**src/rtl/jt12_comb_pkg.sv**
```systemverilog
// Shared definitions for the time-multiplexed jt12 comb section:
// FSM encoding, width helpers and delay-memory address composition.
package jt12_comb_pkg;

    typedef enum logic [1:0] {
        ST_CLR  = 2'd0,
        ST_IDLE = 2'd1,
        ST_RUN  = 2'd2
    } comb_state_e;

    // Ceiling log2 for width derivation (clog2(1) = 0).
    function automatic int clog2(input int n);
        int r;
        r = 0;
        while ((32'sd1 << r) < n) begin
            r = r + 1;
        end
        return r;
    endfunction

    // Widths never collapse below one bit.
    function automatic int at_least_1(input int n);
        return (n < 1) ? 1 : n;
    endfunction

    // Dense word address for {ch, stage, tap}, so that CLR touches exactly
    // CH*S*M words even when the dimensions are not powers of two.
    function automatic int comb_addr(input int ch, input int stg, input int tap,
                                     input int stages, input int taps);
        return (ch * stages + stg) * taps + tap;
    endfunction

endpackage

```
**src/rtl/jt12_comb_ram.sv**
```systemverilog
// Delay memory for the comb section: one write port, one asynchronous read
// port, so a read and a write to the same word in one cycle return the old
// contents (read-before-write). No reset; the owner clears it word by word.
module jt12_comb_ram #(
    parameter int W     = 16,
    parameter int DEPTH = 2,
    parameter int AW    = 1
) (
    input  logic          clk,
    input  logic          we,
    input  logic [AW-1:0] waddr,
    input  logic [W-1:0]  wdata,
    input  logic [AW-1:0] raddr,
    output logic [W-1:0]  rdata
);

    logic [W-1:0] mem_r [DEPTH];

    assign rdata = mem_r[raddr];

    // Write port: commits one word per enabled clock.
    always_ff @(posedge clk) begin
        if (we) begin
            mem_r[waddr] <= wdata;
        end
    end

endmodule

```
**src/rtl/jt12_comb_tdm.sv**
```systemverilog
// Time-multiplexed CH-channel, S-stage comb (differentiator) with delay M.
// One subtractor and one delay memory are shared; each accepted sample walks
// through all stages, one per cen cycle, and leaves tagged with its channel.
// Optional feature macro: JT12_COMB_SAT_EN (saturating final stage).
module jt12_comb_tdm
    import jt12_comb_pkg::*;
#(
    parameter int  W  = 16,
    parameter int  M  = 1,
    parameter int  S  = 1,
    parameter int  CH = 2,
    localparam int CW = at_least_1(clog2(CH))
) (
    input  logic                clk,
    input  logic                rst,
    input  logic                cen,
    input  logic                in_valid,
    input  logic [CW-1:0]       in_ch,
    input  logic signed [W-1:0] snd_in,
    output logic                in_ready,
    output logic                out_valid,
    output logic [CW-1:0]       out_ch,
    output logic signed [W-1:0] snd_out
);

    localparam int NW = CH * S * M;
    localparam int AW = at_least_1(clog2(NW));
    localparam int SW = at_least_1(clog2(S));
    localparam int MW = at_least_1(clog2(M));
    localparam logic [CW:0]   CH_L   = (CW+1)'(CH);
    localparam logic [AW-1:0] LAST_W = AW'(NW - 1);
    localparam logic [SW-1:0] LAST_S = SW'(S - 1);
    localparam logic [MW-1:0] LAST_T = MW'(M - 1);

    comb_state_e   state_q,    state_d;
    logic [AW-1:0] clr_cnt_q,  clr_cnt_d;
    logic [W-1:0]  x_q,        x_d;
    logic [CW-1:0] ch_q,       ch_d;
    logic [SW-1:0] stg_q,      stg_d;
    logic [MW-1:0] ptr_q [CH];
    logic [MW-1:0] ptr_d [CH];
    logic          in_ready_q, in_ready_d;
    logic          out_valid_q, out_valid_d;
    logic [CW-1:0] out_ch_q,   out_ch_d;
    logic [W-1:0]  snd_out_q,  snd_out_d;

    logic          mem_we_s;
    logic [AW-1:0] mem_addr_s;
    logic [AW-1:0] run_addr_s;
    logic [W-1:0]  mem_wdata_s;
    logic [W-1:0]  mem_rdata_s;
    logic [W-1:0]  wrap_diff_s;
    logic [W-1:0]  final_s;

    // Saturate a W+1-bit difference into W bits.
    function automatic logic [W-1:0] sat_w(input logic [W:0] v);
        if (v[W] != v[W-1]) begin
            return v[W] ? {1'b1, {(W-1){1'b0}}} : {1'b0, {(W-1){1'b1}}};
        end else begin
            return v[W-1:0];
        end
    endfunction

    jt12_comb_ram #(.W(W), .DEPTH(NW), .AW(AW)) u_ram (
        .clk   (clk),
        .we    (mem_we_s & ~rst),
        .waddr (mem_addr_s),
        .wdata (mem_wdata_s),
        .raddr (mem_addr_s),
        .rdata (mem_rdata_s)
    );

    assign run_addr_s  = AW'(comb_addr(int'(ch_q), int'(stg_q), int'(ptr_q[ch_q]), S, M));
    assign wrap_diff_s = x_q - mem_rdata_s;

`ifdef JT12_COMB_SAT_EN
    logic [W:0] wide_diff_s;
    assign wide_diff_s = {x_q[W-1], x_q} - {mem_rdata_s[W-1], mem_rdata_s};
    assign final_s     = sat_w(wide_diff_s);
`else
    assign final_s     = wrap_diff_s;
`endif

    // Next-state logic: clear sweep, handshake and one stage per cen cycle.
    always_comb begin
        state_d     = state_q;
        clr_cnt_d   = clr_cnt_q;
        x_d         = x_q;
        ch_d        = ch_q;
        stg_d       = stg_q;
        ptr_d       = ptr_q;
        in_ready_d  = in_ready_q;
        out_valid_d = out_valid_q;
        out_ch_d    = out_ch_q;
        snd_out_d   = snd_out_q;
        mem_we_s    = 1'b0;
        mem_addr_s  = {AW{1'b0}};
        mem_wdata_s = {W{1'b0}};
        case (state_q)
            ST_CLR: begin
                // Runs at full clock rate regardless of cen.
                mem_we_s   = 1'b1;
                mem_addr_s = clr_cnt_q;
                if (clr_cnt_q == LAST_W) begin
                    state_d    = ST_IDLE;
                    in_ready_d = 1'b1;
                    clr_cnt_d  = {AW{1'b0}};
                end else begin
                    clr_cnt_d  = clr_cnt_q + 1'b1;
                end
            end
            ST_IDLE: begin
                if (cen) begin
                    out_valid_d = 1'b0;
                    if (in_valid && ({1'b0, in_ch} < CH_L)) begin
                        x_d        = snd_in;
                        ch_d       = in_ch;
                        stg_d      = {SW{1'b0}};
                        in_ready_d = 1'b0;
                        state_d    = ST_RUN;
                    end else begin
                        // Nothing offered, or an out-of-range channel that
                        // the handshake silently consumes.
                        state_d    = ST_IDLE;
                    end
                end else begin
                    state_d = ST_IDLE;
                end
            end
            ST_RUN: begin
                if (cen) begin
                    mem_we_s    = 1'b1;
                    mem_addr_s  = run_addr_s;
                    mem_wdata_s = x_q;
                    if (stg_q == LAST_S) begin
                        snd_out_d   = final_s;
                        out_ch_d    = ch_q;
                        out_valid_d = 1'b1;
                        in_ready_d  = 1'b1;
                        state_d     = ST_IDLE;
                        if (ptr_q[ch_q] == LAST_T) begin
                            ptr_d[ch_q] = {MW{1'b0}};
                        end else begin
                            ptr_d[ch_q] = ptr_q[ch_q] + 1'b1;
                        end
                    end else begin
                        x_d   = wrap_diff_s;
                        stg_d = stg_q + 1'b1;
                    end
                end else begin
                    state_d = ST_RUN;
                end
            end
            default: begin
                state_d = ST_CLR;
            end
        endcase
    end

    // State and output registers with synchronous reset into the clear sweep.
    always_ff @(posedge clk) begin
        if (rst) begin
            state_q     <= ST_CLR;
            clr_cnt_q   <= {AW{1'b0}};
            x_q         <= {W{1'b0}};
            ch_q        <= {CW{1'b0}};
            stg_q       <= {SW{1'b0}};
            for (int i = 0; i < CH; i++) begin
                ptr_q[i] <= {MW{1'b0}};
            end
            in_ready_q  <= 1'b0;
            out_valid_q <= 1'b0;
            out_ch_q    <= {CW{1'b0}};
            snd_out_q   <= {W{1'b0}};
        end else begin
            state_q     <= state_d;
            clr_cnt_q   <= clr_cnt_d;
            x_q         <= x_d;
            ch_q        <= ch_d;
            stg_q       <= stg_d;
            ptr_q       <= ptr_d;
            in_ready_q  <= in_ready_d;
            out_valid_q <= out_valid_d;
            out_ch_q    <= out_ch_d;
            snd_out_q   <= snd_out_d;
        end
    end

    assign in_ready  = in_ready_q;
    assign out_valid = out_valid_q;
    assign out_ch    = out_ch_q;
    assign snd_out   = snd_out_q;

endmodule
```
**config.mk**
```make
export PLATFORM = sky130hd
export DESIGN_NAME = jt12_comb_tdm
export DESIGN_NICKNAME = d
export VERILOG_FILES = /design/src/rtl/jt12_comb_pkg.sv /design/src/rtl/jt12_comb_ram.sv /design/src/rtl/jt12_comb_tdm.sv
export SDC_FILE = /design/constraint.sdc
export NUM_CORES = 1
export LEC_CHECK = 0
export ABC_AREA = 1
export BUFFER_PORTS_ARGS = -buffer_cell sky130_fd_sc_hd__clkbuf_2
export CAP_MARGIN = 0
export CORE_AREA = 3 3 89 91
export CTS_BUF_LIST = sky130_fd_sc_hd__clkbuf_8
export CTS_CLUSTER_DIAMETER = 100
export CTS_CLUSTER_SIZE = 14
export DETAILED_ROUTE_END_ITERATION = 10
export DIE_AREA = 0 0 92 94
export PLACE_DENSITY = 0.77
export SKIP_CTS_REPAIR_TIMING = 1
export SLEW_MARGIN = 25
export SYNTH_ARGS = -nofsm -noshare
export SYNTH_HDL_FRONTEND = slang
export SYNTH_SLANG_ARGS = --single-unit
```
**constraint.sdc**
```tcl
create_clock -name clk -period 3 [get_ports clk]
set_clock_uncertainty 0.05 [all_clocks]
set_input_delay 0.6 -clock clk [delete_from_list [all_inputs] [get_ports clk]]
set_output_delay 0.6 -clock clk [all_outputs]
set_load 0.02 [all_outputs]
```
Yosys cells after proc, flatten, opt, wreduce, memory -nomap -nowiden --
Memories as Yosys holds them, arrays and structs flattened. Index checks and enable logic that the tools add are counted.
Word-level totals: logic and storage cells 84, memory bits (writable) 32, register bits after elaboration 42, memories 1, output and inout port bits 19, bits of input ports 21
Cells by class: mux-type cells 38, add/subtract/negate cells 6, equality and inequality tests 9, $lt $le $gt $ge 2, reductions and logical operators 11, bitwise logic cells 6
Memory list:
- u_ram.mem_r | words 2, bits a word 16, read ports 1, clocked after Yosys merged registers in 0, wr ports 1, line jt12_comb_ram.sv:17 | logic [W-1:0] mem_r [DEPTH];
Operators by type and width (count):
- 2-to-1 mux 16 bit | 6
- one-hot mux 16 bit (2 select lines) | 1
- 2-to-1 mux 1 bit | 17
- subtractor 16 bit | 1
- 2-to-1 mux 2 bit | 6
- != test 2 bit, second input constant | 6
- one-hot mux 1 bit (2 select lines) | 4
- AND reduction 4 bit | 2
- one-hot mux 2 bit (3 select lines) | 1
- AND reduction 3 bit | 2
- AND reduction 6 bit | 1
- AND reduction 5 bit | 1
- adder 1 bit, second input constant | 3
- != test 3 bit, second input constant | 1
- one-hot mux 1 bit (3 select lines) | 1
- nonzero test 3 bit | 1
- adder 1 bit | 2
- bitwise AND 2 bit | 1
- bitwise mux 2 bit | 1
- equality test 2 x 1 -> 1 bit, second input constant | 1
- equality test 2 bit, second input constant | 1
- greater-or-equal comparator 2 bit, second input constant | 1
- zero test 2 bit | 1
- < comparator 2 x 1 -> 1 bit, second input constant | 1
- 8 further kinds | 9

Depth between registers and ports, before layout --
An unclocked memory read counts as a cell.
depth after elaboration 12, depth in mapped cells 22, gate-level depth less buffers 22

Hierarchy --
Synthesis repeated with hierarchy kept, for this count alone.
Unflattened totals: cell total of the unflattened synthesis 545, area total of the unflattened synthesis 4080.2 sq um
Modules (own cells, without submodules):
- jt12_comb_tdm | area an instance 2860.2 sq um, instances 1, cells an instance 457, seq. area each 820.8 sq um
- jt12_comb_ram | area an instance 1219.9 sq um, instances 1, cells an instance 88, seq. area each 960.9 sq um

Worst setup path after synthesis --
No wires, ideal clock.
kind reg-to-reg, start point reg ch_q, end point reg x_q[12], stages on the path, launching flop included 23, buffers on the path 1, required time 2.818 ns, arrival 2.772 ns, clock period less this slack 2.954 ns, library setup time 0.132 ns, slack 0.046 ns, cells stage by stage dfxtp_1 nor2_1 a21oi_1 inv_1 ha_1 nand3_2 nand2_4 buf_2 nand2_1 nand2_1 ha_1 inv_1 fa_1 nand3_1 nand3_1 nand2_1 nand2_1 nand2_1 nand2_1 nand2_1 nand3_1 nand2_1 a21oi_1
Between the ends: cells in the longest elaborated chain, start to end 12, elaborated cells between the ends (all ways) 13, classes of those cells add/sub (3); mux (8); bitwise (1); memory (1)
Ends and longest elaborated chain:
- start: declaration | line jt12_comb_tdm.sv:38 | logic [CW-1:0] ch_q, ch_d;
- start signal: assignment | line jt12_comb_tdm.sv:166 | ch_q <= {CW{1'b0}};
- start signal: assignment | line jt12_comb_tdm.sv:179 | ch_q <= ch_d;
- NOT 1 -> 2 bit (not written as such) | line jt12_comb_tdm.sv:73 | assign run_addr_s = AW'(comb_addr(int'(ch_q), int'(stg_q), int'(ptr_q[ch_q]), S, M));
- 2-to-1 mux 1 bit (not written as such) (3 in a row) | line jt12_comb_tdm.sv:73
- adder 1 bit * | line jt12_comb_pkg.sv:30 | return (ch * stages + stg) * taps + tap;
- 2-to-1 mux 1 bit * | line jt12_comb_tdm.sv:131 | if (cen) begin
- one-hot mux 1 bit (2 select lines) * | line jt12_comb_tdm.sv:99 | case (state_q)
- memory (2 x 16 bit) *
- subtractor 16 bit * | line jt12_comb_tdm.sv:74 | assign wrap_diff_s = x_q - mem_rdata_s;
- 2-to-1 mux 16 bit * | line jt12_comb_tdm.sv:135 | if (stg_q == LAST_S) begin
- 2-to-1 mux 16 bit * | line jt12_comb_tdm.sv:131
- one-hot mux 16 bit (2 select lines) * | line jt12_comb_tdm.sv:99
- end signal: assignment | line jt12_comb_tdm.sv:165 | x_q <= {W{1'b0}};
- end: declaration | line jt12_comb_tdm.sv:37 | logic [W-1:0] x_q, x_d;
Mark *: on every way between the ends. The rest lies on a longest branch, timed or not. The select of a mux whose other input is x is not followed. A chain may end at the register's enable or synchronous reset.

Final worst setup path --
start point reg ch_q, end point reg snd_out_q[10] (netlist: snd_out[10])
Between the ends: cells in the longest elaborated chain, start to end 9, elaborated cells between the ends (all ways) 10, classes of those cells add/sub (3); mux (5); bitwise (1); memory (1)
Ends and longest elaborated chain:
- NOT 1 -> 2 bit (not written as such) | line jt12_comb_tdm.sv:73
- 2-to-1 mux 1 bit (not written as such) (3 in a row) | line jt12_comb_tdm.sv:73
- adder 1 bit * | line jt12_comb_pkg.sv:30
- 2-to-1 mux 1 bit * | line jt12_comb_tdm.sv:131
- one-hot mux 1 bit (2 select lines) * | line jt12_comb_tdm.sv:99
- memory (2 x 16 bit) *
- subtractor 16 bit * | line jt12_comb_tdm.sv:74
- end signal: assignment | line jt12_comb_tdm.sv:174 | snd_out_q <= {W{1'b0}};
- end signal: assignment | line jt12_comb_tdm.sv:185 | snd_out_q <= snd_out_d;
- end: declaration | line jt12_comb_tdm.sv:45 | logic [W-1:0] snd_out_q, snd_out_d;
Marked as above.

==> run metrics <==
status finished clean; top_reg_cell synth dfxtp_1; initial antenna violation count 0; simple-gate share of the synthesized area 0.2325; CP Buf/Inv Count 3; Pwr Total 3.602 mW; DRT Pass-1 Iters 6; delay-heaviest family, CP simple AND/OR/NAND/NOR gates; total core area 7214 um^2; Die Y approximately 94 um; Nets 606; Tot GR Track Use 0.2235; Synth Cell Area 3961 um^2; most used cell along the critical path nand2_1; TritonCTS clock tree done; Pwr Density 769.8 nW/um^2; main combinational cell family by area after synthesis simple AND/OR/NAND/NOR gates; sequential share of the synthesized area 0.4498; I/O Pins 40; placed cells 644; final setup fails 0; PortBufs 39; routed len/inst about 14 um; floorplan row count 31; first-pass GRT wire length 14,890 um; Crit Path Max Fanout 6; htree depth 3; Async SR Flop Fraction 0; RSZ-0062 raised after global routing true; final hold vios 0; area of the multi-input gates ~1900 um^2; Post-synth EDFFs 32; Slew Viols, Final 0; CP startpoint kind flip-flop; drt total wl 9431 um; Synth Area in Compound Gates 0.1004; syn_nets 551; pin count of the biggest net entering global routing 30; register area 1785 um^2; Synth Warn # 0; Worst-path clk slew 0.08 ns; worst hold slack about 0.43 ns; Final WS setup 0.1625 ns; Largest stage delay, worst path 0.37 ns; clk sink count 73; post-DP HPWL 6676 um; fin cells roughly 670; Final Cycle Share 0.9458; residual antenna-violating net count after detailed routing 0; Post-Synth Adder-Cell Area 0.07138; total CTS buffers 9; vias in the first global route about 3.2k; via/cell ratio 5.204; Avg Cell Area, Syn slightly below 8 um^2; xor/xnor cell area share of the yosys netlist 0.01327; library cells used by synthesis 32; Tmin final 2.838 ns; synthesized flop and latch total 73; layout cells sized above 1 0.2007; Starting Density 0.5491; via count of the routed design 3,471; Layout area overhead 18.13%; critical path class flip-flop to flip-flop; # fillers 649; MaxCap Viol Count 0; fmax between 0.3 and 0.4 GHz; Critical Path End Type flip-flop; arrival time at the worst endpoint 3.03 ns; Placer Congestion roughly 0.93; CTS Root Cell clkbuf_8; type of the tightest min-delay check flip-flop to flip-flop; ordered list of cells on the worst path nor2_2 -> a21oi_2 -> inv_1 -> ha_1 -> nand3_2 -> nand2_4 -> buf_12 -> mux2i_2 -> ha_1 -> nand2_2 -> nand2_1 -> a21oi_2 -> nand2_2 -> nand2_1 -> nand2_1 -> nand2_1 -> nand3_1 -> o211ai_1 -> inv_1; clock latency on the worst-skew pair 0.35 ns; Critical Path RT roughly 3.2 ns; Slew @ Worst Pin 0.5368 ns; Die ar. 8648 um^2; slowest CP cell dfxtp_4; post-place setup slack 0.03310 ns; slew margin rel. 0.6411; mux cell area share after synthesis 0.03538; Initial DRC Count around 170; n_diodes 0; DIE WIDTH 92 um; Fin Setup TNS 0 ns; leakage roughly 2.2 nW; cells after synthesis 508; Worst VDD drop 0.3692 mV; DRC 0; global route overflow 0; Clock Path Buffers 2
==> layout make-up <==
class / instances / area share
inverter: 84 / 0.06738
clock buffer: 10 / 0.02941
multi-input combinational: 335 / 0.4075
clock inverter: 6 / 0.006952
tap: 99 / 0.02647
sequential: 73 / 0.3816
timing repair buffer: 60 / 0.08075
==> state kept, by name, indices dropped and copies added (netlist names) <==
name         count
ch_q             1
snd_out         16
in_ready         1
out_valid        1
state_q          2
x_q             16
clr_cnt_q        1
u_ram.mem_r     32
ptr_q            2
out_ch           1
==> cells in the final DEF, fill, tap and decap left out, types with 2 or more instances in the layout <==
cell type,synthesis,routed
o21ai_0,16,16
nand3_1,34,31
nand3_2,1,4
nand4_1,2,2
a31oi_1,2,2
mux2i_2,0,5
ha_1,21,19
buf_4,1,19
inv_2,3,4
nand2_1,111,102
clkbuf_2,0,39
nand2_2,2,11
inv_4,0,2
o211ai_1,9,9
buf_12,0,2
edfxtp_1,32,32
a221oi_1,3,3
nor2_1,68,67
xor2_1,6,6
mux2i_1,14,8
a21oi_1,31,22
clkbuf_8,0,10
dfxtp_1,41,40
clkinv_1,2,3
nor3_1,4,4
a211oi_1,4,4
inv_1,79,79
a21oi_2,0,9
ha_2,0,2
==> per-stage QoR <==
step,cell area [um^2],util
CTS,4511,0.6252
finish,4679,0.6486
floorplan,3961,-
detailed placement,4340,0.6016
global route,4679,0.6486
global placement,4340,0.6016
==> tightest hold or removal path: cells and delay by family (launching register included) <==
kind | cells | cell delay, ns
buffers and inverters | 1 | 0.07
and+or+nand+nor | 1 | 0.06
DFF | 1 | 0.31
==> power by group <==
part	leakage, nW	internal [mW]	switching [mW]	total (mW)
clock network	0.0918	0.316	0.363	0.679
logic	1.44	0.632	1.01	1.64
registers	0.641	1.21	0.0759	1.28
total	2.17	2.15	1.45	3.60
==> cell usage after synthesis, drive strengths merged (9+ instances only) <==
cell	count	share of area
inv	82	0.078
edfxtp	32	0.24
ha	21	0.066
nand2	114	0.11
clkbuf	9	0.0085
a21oi	31	0.039
mux2i	14	0.035
nor2	68	0.064
o211ai	9	0.017
dfxtp	41	0.21
o21ai	16	0.020
nand3	35	0.045
==> path summary, 6_finish.rpt <==
check	start	to	slack, ns	cells after the start
max reg2reg	ch_q	snd_out[10]	0.16	19
min reg2reg	ptr_q[0]	ptr_q[0]	0.43	2
max	ch_q	snd_out[10]	0.16	19
min	ptr_q[0]	ptr_q[0]	0.43	2
==> cells by family (layout without fill, tap and decap cells) <==
group,count (synthesis),in the layout
buf+inv,100,160
mux,14,14
compound gates,68,68
simple gates,225,225
fa+ha+maj,22,22
flops,73,73
xor+xnor,6,6
==> metal layers <==
| metal | share of wire | GRT usage | up-vias |
|---|---|---|---|
| met1 | 0.45 | 0.2877 | 1578 |
| met3 | 0.050 | 0.03926 | 30 |
| met5 | 0 | 0 | - |
| li1 | - | - | 1755 |
| met2 | 0.47 | 0.3558 | 108 |
| met4 | 0.037 | 0.1262 | 0 |
Power figures use the tool's default switching activity.
